**config.mk**
```make
export PLATFORM = sky130hd
export DESIGN_NAME = axi_memory_bridge
export DESIGN_NICKNAME = d
export VERILOG_FILES = /design/src/rtl/axi_memory_bridge.sv
export SDC_FILE = /design/constraint.sdc
export NUM_CORES = 1
export LEC_CHECK = 0
export CAP_MARGIN = 20
export CORE_ASPECT_RATIO = 0.6
export CORE_MARGIN = 3
export CORE_UTILIZATION = 43
export CTS_CLUSTER_DIAMETER = 100
export DETAILED_ROUTE_END_ITERATION = 12
export PLACE_DENSITY_LB_ADDON = 0.15
export SETUP_SLACK_MARGIN = 0.5
export SYNTH_ARGS = -nofsm -noshare
export SYNTH_HDL_FRONTEND = slang
export SYNTH_SLANG_ARGS = --single-unit
```
**constraint.sdc**
```tcl
create_clock -name clk_i -period 2.96 [get_ports clk_i]
set_input_delay 0.592 -clock clk_i [delete_from_list [all_inputs] [get_ports clk_i]]
set_output_delay 0.592 -clock clk_i [all_outputs]
set_load 0.005 [all_outputs]
```
**src/rtl/axi_memory_bridge.sv**
```systemverilog
// AXI4-Lite slave bridging bus reads/writes onto the on-chip memory's
// single-cycle load/store strobes, one access in flight at a time.
//
// Ports:
//   clk_i, rst_n_i           clock, async active-low reset
//   axi_aw*/axi_w*/axi_b*    AXI4-Lite write address/data/response
//   axi_ar*/axi_r*           AXI4-Lite read address/data
//   store_o, store_*_o       store strobe, byte address, data, byte enables
//   store_done_i             store acknowledge
//   load_o, load_address_o   load strobe and byte address
//   load_data_i, load_done_i load data and acknowledge
module axi_memory_bridge #(
   parameter int          MEMORY_SIZE  = 1024,
   parameter logic [31:0] BASE_ADDRESS = 32'h0,
   localparam int         MEM_ADDR_W   = $clog2(MEMORY_SIZE)
) (
   input  logic                  clk_i,
   input  logic                  rst_n_i,
   input  logic [31:0]           axi_awaddr_i,
   input  logic                  axi_awvalid_i,
   output logic                  axi_awready_o,
   input  logic [31:0]           axi_wdata_i,
   input  logic [3:0]            axi_wstrb_i,
   input  logic                  axi_wvalid_i,
   output logic                  axi_wready_o,
   output logic [1:0]            axi_bresp_o,
   output logic                  axi_bvalid_o,
   input  logic                  axi_bready_i,
   input  logic [31:0]           axi_araddr_i,
   input  logic                  axi_arvalid_i,
   output logic                  axi_arready_o,
   output logic [31:0]           axi_rdata_o,
   output logic [1:0]            axi_rresp_o,
   output logic                  axi_rvalid_o,
   input  logic                  axi_rready_i,
   output logic                  store_o,
   output logic [MEM_ADDR_W-1:0] store_address_o,
   output logic [31:0]           store_data_o,
   output logic [3:0]            store_width_o,
   input  logic                  store_done_i,
   output logic                  load_o,
   output logic [MEM_ADDR_W-1:0] load_address_o,
   input  logic [31:0]           load_data_i,
   input  logic                  load_done_i
);

   typedef enum logic [2:0] {
      IDLE, LOAD, LOAD_WAIT, READ_RESP,
      STORE, STORE_WAIT, WRITE_RESP
   } state_e;

   localparam logic GRANT_READ  = 1'b0;
   localparam logic GRANT_WRITE = 1'b1;
   localparam logic [1:0] RESP_OKAY   = 2'b00;
   localparam logic [1:0] RESP_SLVERR = 2'b10;

   state_e state_q;
   logic   last_grant_q;

   logic        ar_full_q, aw_full_q, w_full_q;
   logic [31:0] ar_addr_q, aw_addr_q, w_data_q;
   logic [3:0]  w_strb_q;

   logic                  load_q, store_q;
   logic [MEM_ADDR_W-1:0] load_addr_q, store_addr_q;
   logic [31:0]           store_data_q, rdata_q;
   logic [3:0]            store_width_q;
   logic [1:0]            rresp_q, bresp_q;
   logic                  rvalid_q, bvalid_q;

   logic rd_pend, wr_pend, grant_rd, grant_wr;
   logic ar_in_range, aw_in_range;

   // Writes need both halves buffered; ties go opposite the last grant.
   assign rd_pend  = ar_full_q;
   assign wr_pend  = aw_full_q & w_full_q;
   assign grant_rd = (state_q == IDLE) & rd_pend &
                     (~wr_pend | (last_grant_q == GRANT_WRITE));
   assign grant_wr = (state_q == IDLE) & wr_pend & ~grant_rd;

   assign ar_in_range = ar_addr_q[31:MEM_ADDR_W] ==
                        BASE_ADDRESS[31:MEM_ADDR_W];
   assign aw_in_range = aw_addr_q[31:MEM_ADDR_W] ==
                        BASE_ADDRESS[31:MEM_ADDR_W];

   assign axi_arready_o = ~ar_full_q;
   assign axi_awready_o = ~aw_full_q;
   assign axi_wready_o  = ~w_full_q;

   // One-entry channel buffers; release happens on the grant out of IDLE.
   always_ff @(posedge clk_i or negedge rst_n_i) begin
      if (!rst_n_i) begin
         ar_full_q <= 1'b0;
         aw_full_q <= 1'b0;
         w_full_q  <= 1'b0;
         ar_addr_q <= '0;
         aw_addr_q <= '0;
         w_data_q  <= '0;
         w_strb_q  <= '0;
      end else begin
         if (axi_arvalid_i && !ar_full_q) begin
            ar_full_q <= 1'b1;
            ar_addr_q <= axi_araddr_i;
         end else if (grant_rd) begin
            ar_full_q <= 1'b0;
         end
         if (axi_awvalid_i && !aw_full_q) begin
            aw_full_q <= 1'b1;
            aw_addr_q <= axi_awaddr_i;
         end else if (grant_wr) begin
            aw_full_q <= 1'b0;
         end
         if (axi_wvalid_i && !w_full_q) begin
            w_full_q <= 1'b1;
            w_data_q <= axi_wdata_i;
            w_strb_q <= axi_wstrb_i;
         end else if (grant_wr) begin
            w_full_q <= 1'b0;
         end
      end
   end

   always_ff @(posedge clk_i or negedge rst_n_i) begin
      if (!rst_n_i) begin
         state_q       <= IDLE;
         last_grant_q  <= GRANT_WRITE;
         load_q        <= 1'b0;
         store_q       <= 1'b0;
         load_addr_q   <= '0;
         store_addr_q  <= '0;
         store_data_q  <= '0;
         store_width_q <= '0;
         rdata_q       <= '0;
         rresp_q       <= RESP_OKAY;
         bresp_q       <= RESP_OKAY;
         rvalid_q      <= 1'b0;
         bvalid_q      <= 1'b0;
      end else begin
         case (state_q)
            IDLE: begin
               if (grant_rd) begin
                  last_grant_q <= GRANT_READ;
                  if (ar_in_range) begin
                     state_q     <= LOAD;
                     load_q      <= 1'b1;
                     load_addr_q <= ar_addr_q[MEM_ADDR_W-1:0];
                  end else begin
                     state_q  <= READ_RESP;
                     rvalid_q <= 1'b1;
                     rresp_q  <= RESP_SLVERR;
                     rdata_q  <= '0;
                  end
               end else if (grant_wr) begin
                  last_grant_q <= GRANT_WRITE;
                  if (aw_in_range) begin
                     state_q       <= STORE;
                     store_q       <= 1'b1;
                     store_addr_q  <= aw_addr_q[MEM_ADDR_W-1:0];
                     store_data_q  <= w_data_q;
                     store_width_q <= w_strb_q;
                  end else begin
                     state_q  <= WRITE_RESP;
                     bvalid_q <= 1'b1;
                     bresp_q  <= RESP_SLVERR;
                  end
               end
            end
            LOAD: begin
               load_q  <= 1'b0;
               state_q <= LOAD_WAIT;
            end
            LOAD_WAIT: begin
               if (load_done_i) begin
                  rdata_q  <= load_data_i;
                  rresp_q  <= RESP_OKAY;
                  rvalid_q <= 1'b1;
                  state_q  <= READ_RESP;
               end
            end
            READ_RESP: begin
               if (axi_rready_i) begin
                  rvalid_q <= 1'b0;
                  state_q  <= IDLE;
               end
            end
            STORE: begin
               store_q <= 1'b0;
               state_q <= STORE_WAIT;
            end
            STORE_WAIT: begin
               if (store_done_i) begin
                  bresp_q  <= RESP_OKAY;
                  bvalid_q <= 1'b1;
                  state_q  <= WRITE_RESP;
               end
            end
            WRITE_RESP: begin
               if (axi_bready_i) begin
                  bvalid_q <= 1'b0;
                  state_q  <= IDLE;
               end
            end
            default: state_q <= IDLE;
         endcase
      end
   end

   assign load_o          = load_q;
   assign load_address_o  = load_addr_q;
   assign store_o         = store_q;
   assign store_address_o = store_addr_q;
   assign store_data_o    = store_data_q;
   assign store_width_o   = store_width_q;
   assign axi_rdata_o     = rdata_q;
   assign axi_rresp_o     = rresp_q;
   assign axi_rvalid_o    = rvalid_q;
   assign axi_bresp_o     = bresp_q;
   assign axi_bvalid_o    = bvalid_q;

endmodule

```
==> Word level (Yosys, flattened, before mapping) <==
Cells that the tools add are included.
{ "op_classes": {"add_sub_neg": 0, "multipliers": 0, "n_div": 0, "magnitude_cmp": 0, "n_eq_ne": 18, "shifts": 0, "muxes": 47, "n_bitwise": 11, "n_reduce_logical": 29} }
{ "op_table": {"columns": ["cell", "count"], "rows": [
  ["32-bit 2-to-1 mux", 3],
  ["32-bit case mux with 2 select lines", 1],
  ["22-bit zero test", 2],
  ["2-bit != test, second input constant", 11],
  ["1-bit 2-to-1 mux", 21],
  ["3-bit case mux with 7 select lines", 1],
  ["2-bit 2-to-1 mux", 9],
  ["3-bit 2-to-1 mux", 6],
  ["2-bit nonzero test", 8],
  ["5-bit AND reduction", 3],
  ["4-bit AND reduction", 3],
  ["3-bit equality test, second input constant", 3],
  ["2-bit case mux with 2 select lines", 2],
  ["3-bit by 2-bit equality test with 1-bit output, second input constant", 2],
  ["1-bit case mux with 3 select lines", 2],
  ["3-bit AND reduction", 2],
  ["6-bit AND reduction", 1],
  ["3-bit nonzero test", 2],
  ["1-bit AND", 5],
  ["1-bit inverter", 5],
  ["1-bit case mux with 2 select lines", 2],
  ["3-bit by 1-bit equality test with 1-bit output, second input constant", 1],
  ["1-bit logical AND", 3],
  ["1-bit zero test", 3],
  ["other kinds (4)", 4]
]} }
{ "totals": {"register_bits": 203, "latch_bits": 0, "ramBits": 0, "romBits": 0, "input_bits": 141, "out_inout_bits": 99, "word_cells": 125, "n_memories": 0} }

==> Depth between registers and ports, before layout <==
{ "logic_depth": {"ltp_word": 9, "mapped_depth": 7, "depth_no_buf": 4} }

==> Worst setup path before layout <==
No wires, ideal clock.
{ "synth_path": {"path_kind": "register -> register", "start": "register state_q[2]", "end": "register store_data_q[20] (netlist: store_data_o[20])", "setup_time_ps": 127, "t_arrival_ps": 2004, "required_time_ps": 2833, "slack_ps": 829, "stages_incl_launch_ff": 8, "n_path_buf": 3, "synth_period_minus_slack_ps": 2131, "path_cell_list": "dfrtp_1 or3_1 buf_2 a211o_1 nor3_2 buf_6 buf_12 mux2_1"} }
{ "synth_between": {"elab_chain_cells": 6, "word_cells_on_any_way": 7, "cone_classes": "bitwise: 5; reduce/logical: 2"} }
{ "synth_lines": {"columns": ["element", "line_no", "rtl"], "rows": [
  ["from (decl)", "57", "state_e state_q;"],
  ["from (signal assigned)", "125", "state_q <= IDLE;"],
  ["from (signal assigned)", "144", "state_q <= LOAD;"],
  ["from (signal assigned)", "148", "state_q <= READ_RESP;"],
  ["3-bit zero test *", "77, 79, 139", null],
  ["1-bit AND (2 in a row)", "77", "assign grant_rd = (state_q == IDLE) & rd_pend &"],
  ["1-bit inverter (no line)", null, null],
  ["1-bit AND", "79", "assign grant_wr = (state_q == IDLE) & wr_pend & ~grant_rd;"],
  ["4-bit AND reduction (no line) *", null, null],
  ["to (signal assigned)", "159", "store_data_q <= w_data_q;"],
  ["to (decl)", "66", "logic [31:0] store_data_q, rdata_q;"]
]} }
Every way passes the cells marked *; elsewhere a longest branch is shown, timed or not.
A chain may end at the register's enable or synchronous reset.

==> Worst setup path after layout <==
{ "layout_path": {"start": "register state_q[0]", "end": "register store_addr_q[1] (netlist: store_address_o[1])"} }
{ "layout_between": {"elab_chain_cells": 6, "word_cells_on_any_way": 7, "cone_classes": "bitwise: 5; reduce/logical: 2"} }
{ "layout_lines": {"columns": ["element", "line_no", "rtl"], "rows": [
  ["3-bit zero test *", "77, 79, 139", null],
  ["1-bit AND (2 in a row)", "77", null],
  ["1-bit inverter (no line)", null, null],
  ["1-bit AND", "79", null],
  ["4-bit AND reduction (no line) *", null, null],
  ["to (signal assigned)", "158", "store_addr_q <= aw_addr_q[MEM_ADDR_W-1:0];"],
  ["to (decl)", "65", "logic [MEM_ADDR_W-1:0] load_addr_q, store_addr_q;"]
]} }
Marks and branches as above.

==> flow_metrics.env <==
export IMPL_outcome="completed"
export IMPL_cp_top_family="simple AND/OR/NAND/NOR gates"
export IMPL_die_y_um=111
export IMPL_max_slew_margin_pct=61.7
export IMPL_start_util_pct=45.2
export IMPL_hold_viol_final=0
export IMPL_rsz0062_at_grt="false"
export IMPL_first_global_vias=5675
export IMPL_met1_usage_pct=27.6
export IMPL_met3_usage_pct=6.86
export IMPL_cts_max_level=1
export IMPL_max_clock_freq_mhz=432
export IMPL_crit_start="state_q[0]"
export IMPL_ir_drop_mv=0.447
export IMPL_worstSetupEndpointType="register"
export IMPL_finalWirelength_mm=19.9
export IMPL_setup_viol=0
export IMPL_avgSynthCellArea_um2=13.9
export IMPL_boundaryPins=240
export IMPL_fin_skew_ps=10.6
export IMPL_r2r_start="state_q[0]"
export IMPL_reg2reg_slack_ps=650
export IMPL_grt_pass1_wl_mm=31.8
export IMPL_antenna_found_initial=0
export IMPL_drc_errors=0
export IMPL_slowest_delay_ps=530
export IMPL_async_flop_share_pct=100
export IMPL_cp_slowest_cell="dfrtp_1"
export IMPL_drtPass1Iterations=7
export IMPL_syn2layout_area_growth_pct=42.9
export IMPL_pwr_density_cell_mw_per_mm2=841
export IMPL_grt_total_usage_pct=19.4
export IMPL_critPathMaxFanout=23
export IMPL_grt_max_degree=71
export IMPL_row_count=37
export IMPL_ys_flop_type="dfrtp_1"
export IMPL_synthesis_area_mm2=0.00797
export IMPL_reg2reg_depth=6
export IMPL_ys_types=46
export IMPL_io_buffer_count=237
export IMPL_fin_crit_ps=2310
export IMPL_die_x_um=182
export IMPL_yosysTopAreaCell="dfrtp_1"
export IMPL_hold_path_class="primary input to asynchronous set/reset pin"
export IMPL_path_buf_inv=2
export IMPL_r2r_end="store_address_o[1]"
export IMPL_cp_cell_sequence="or3_1, a211o_1, nor3_4, buf_4, buf_12, mux2_1"
export IMPL_cp_required_ps=3320
export IMPL_place_ws_ps=519
export IMPL_synth_common_cells="dfrtp_1 (200), mux2_2 (127), nand2_1 (72), o21ai_0 (36), clkbuf_1 (23)"
export IMPL_ant_nets=0
export IMPL_synth_area_leaders="dfrtp_1 (63%), mux2_2 (18%), mux2_4 (3.4%)"
export IMPL_synth_edf_count=0
export IMPL_syn_inst=575
export IMPL_setup_ws_ps=646
export IMPL_worstPathArrival_ps=2670
export IMPL_fillers=1294
export IMPL_slew_viol_final=0
export IMPL_drive_gt1_share_pct=24.4
export IMPL_num_vias=5469
export IMPL_nNetsFinal=956
export IMPL_final_util_pct=64.6
export IMPL_gp_congestion=0.895
export IMPL_maxCapViolCount=0
export IMPL_worst_pin_slew_ps=575
export IMPL_clk_latency_ps=480
export IMPL_path_class="register to register"
export IMPL_clock_sinks=201
export IMPL_yosysMostFrequentCell="dfrtp_1"
export IMPL_holdBufCountCts=0
export IMPL_cts_buffers=20
export IMPL_fin_setup_tns_ps=0
export IMPL_yosysTopAreaCellShare_pct=62.8
export IMPL_clockBufferDepth=3
export IMPL_busiest_layer="met2"
export IMPL_cts_clk_slew_worst_paths_ps=70
export IMPL_finalCritPeriodShare_pct=78.2
export IMPL_wl_per_cell_um=18.7
export IMPL_cts_root_buf="clkbuf_16"
export IMPL_viasPerCell=5.14
export IMPL_drtIter0Drc=377
export IMPL_leakage_uw=0.00493
export IMPL_tritoncts="done"
export IMPL_grt_overflow_total=0
export IMPL_ys_warn_count=0
export IMPL_synth_seq_cells=201
export IMPL_dpl_hpwl_mm=14.4
export IMPL_finalPower_uw=9580
export IMPL_die_area_mm2=0.0203
export IMPL_start_kind="register"
export IMPL_met2_usage_pct=29.6
export IMPL_core_area_mm2=0.0176
export IMPL_ys_seq_area_share_pct=63.1
-- state kept, by name, indices dropped and copies added, names as in the netlist, 3 cells and up --
register,flops
store_width_o,4
ar_addr_q,32
store_data_o,32
w_strb_q,4
axi_rdata_o,32
w_data_q,32
store_address_o,10
load_address_o,10
state_q,3
aw_addr_q,32
-- area by class of cell --
| cell class | instances | area, µm² | area share (%) |
|---|---|---|---|
| flip-flops and latches | 201 | 5030 | 44.2 |
| multi-input cells | 334 | 2750 | 24.1 |
| repair buffers | 252 | 2560 | 22.4 |
| clock buffers | 29 | 616 | 5.41 |
| well taps | 234 | 293 | 2.57 |
| clock inverters | 7 | 119 | 1.04 |
| inverters | 6 | 22.5 | 0.198 |
| diodes | 1 | 2.50 | 0.0220 |
-- layer usage --
layer	vias up	routed length (µm)
met5	-	0
met4	0	152
met3	16	1960
met2	235	8880
met1	2725	8910
li1	2493	-
-- cells by family (layout without fill, tap and decap cells) --
logic type,after synthesis,count (layout),share of synthesized area (%)
compound gates,60,60,4.60
buf+inv,41,294,2.75
flops,201,201,63.1
mux,156,156,22.9
other cells,1,3,0.0471
simple gates,116,116,6.58
-- how the worst max path moves through the flow --
stage                    endpoint  slack, ps  depth (start not counted)
6_report       store_address_o[1]        650                          6
5_1_grt        store_address_o[0]        530                          6
4_1_cts        store_address_o[8]        500                          5
3_5_place_dp     store_width_o[2]        520                          5
3_3_place_gp     store_data_o[10]        580                          5
2_1_floorplan    store_data_o[20]        830                          7
-- worst register-to-register path, delay by kind of cell, from the launching register on --
kind / cells / cell delay [ps]
buffers and inverters: 2 / 370
muxes: 1 / 340
DFF: 1 / 530
and+or+nand+nor: 2 / 620
AOI/OAI and AO/OA: 1 / 330
-- repair_timing --
| action | CTS | global route |
|---|---|---|
| setup buffers | 0 | 2 |
| resized for setup | 0 | 5 |
| setup endpoints to repair | 0 | 46 |
-- power by group --
group / switching (µW) / leakage, µW / internal (µW)
registers: 578 / 0.00252 / 3710
clock network: 1030 / 0.000361 / 1710
logic: 1040 / 0.00205 / 1500
total: 2650 / 0.00493 / 6920
-- through the flow --
| step | cells | hold WS, ps | area, µm² |
|---|---|---|---|
| floorplan | 576 | 296 | 7970 |
| global placement | 1024 | 464 | 10600 |
| detailed placement | 1024 | 469 | 10600 |
| CTS | 1060 | 132 | 11300 |
| global route | 1063 | 155 | 11400 |
| finish | 1064 | 128 | 11400 |
-- layout by cell type (no fill, tap or decap), drive strengths merged, types with 3 or more instances in the layout --
cell type / count
nand3: 5
inv: 7
nor3: 4
clkbuf: 31
a21o: 3
nor2: 10
buf: 14
nor2b: 3
clkdlybuf4s50: 236
mux2: 156
nor4: 12
bufinv: 3
a21oi: 3
nand2: 72
o21ai: 36
dfrtp: 200
No activity file was read; power rests on OpenSTA's default activity.
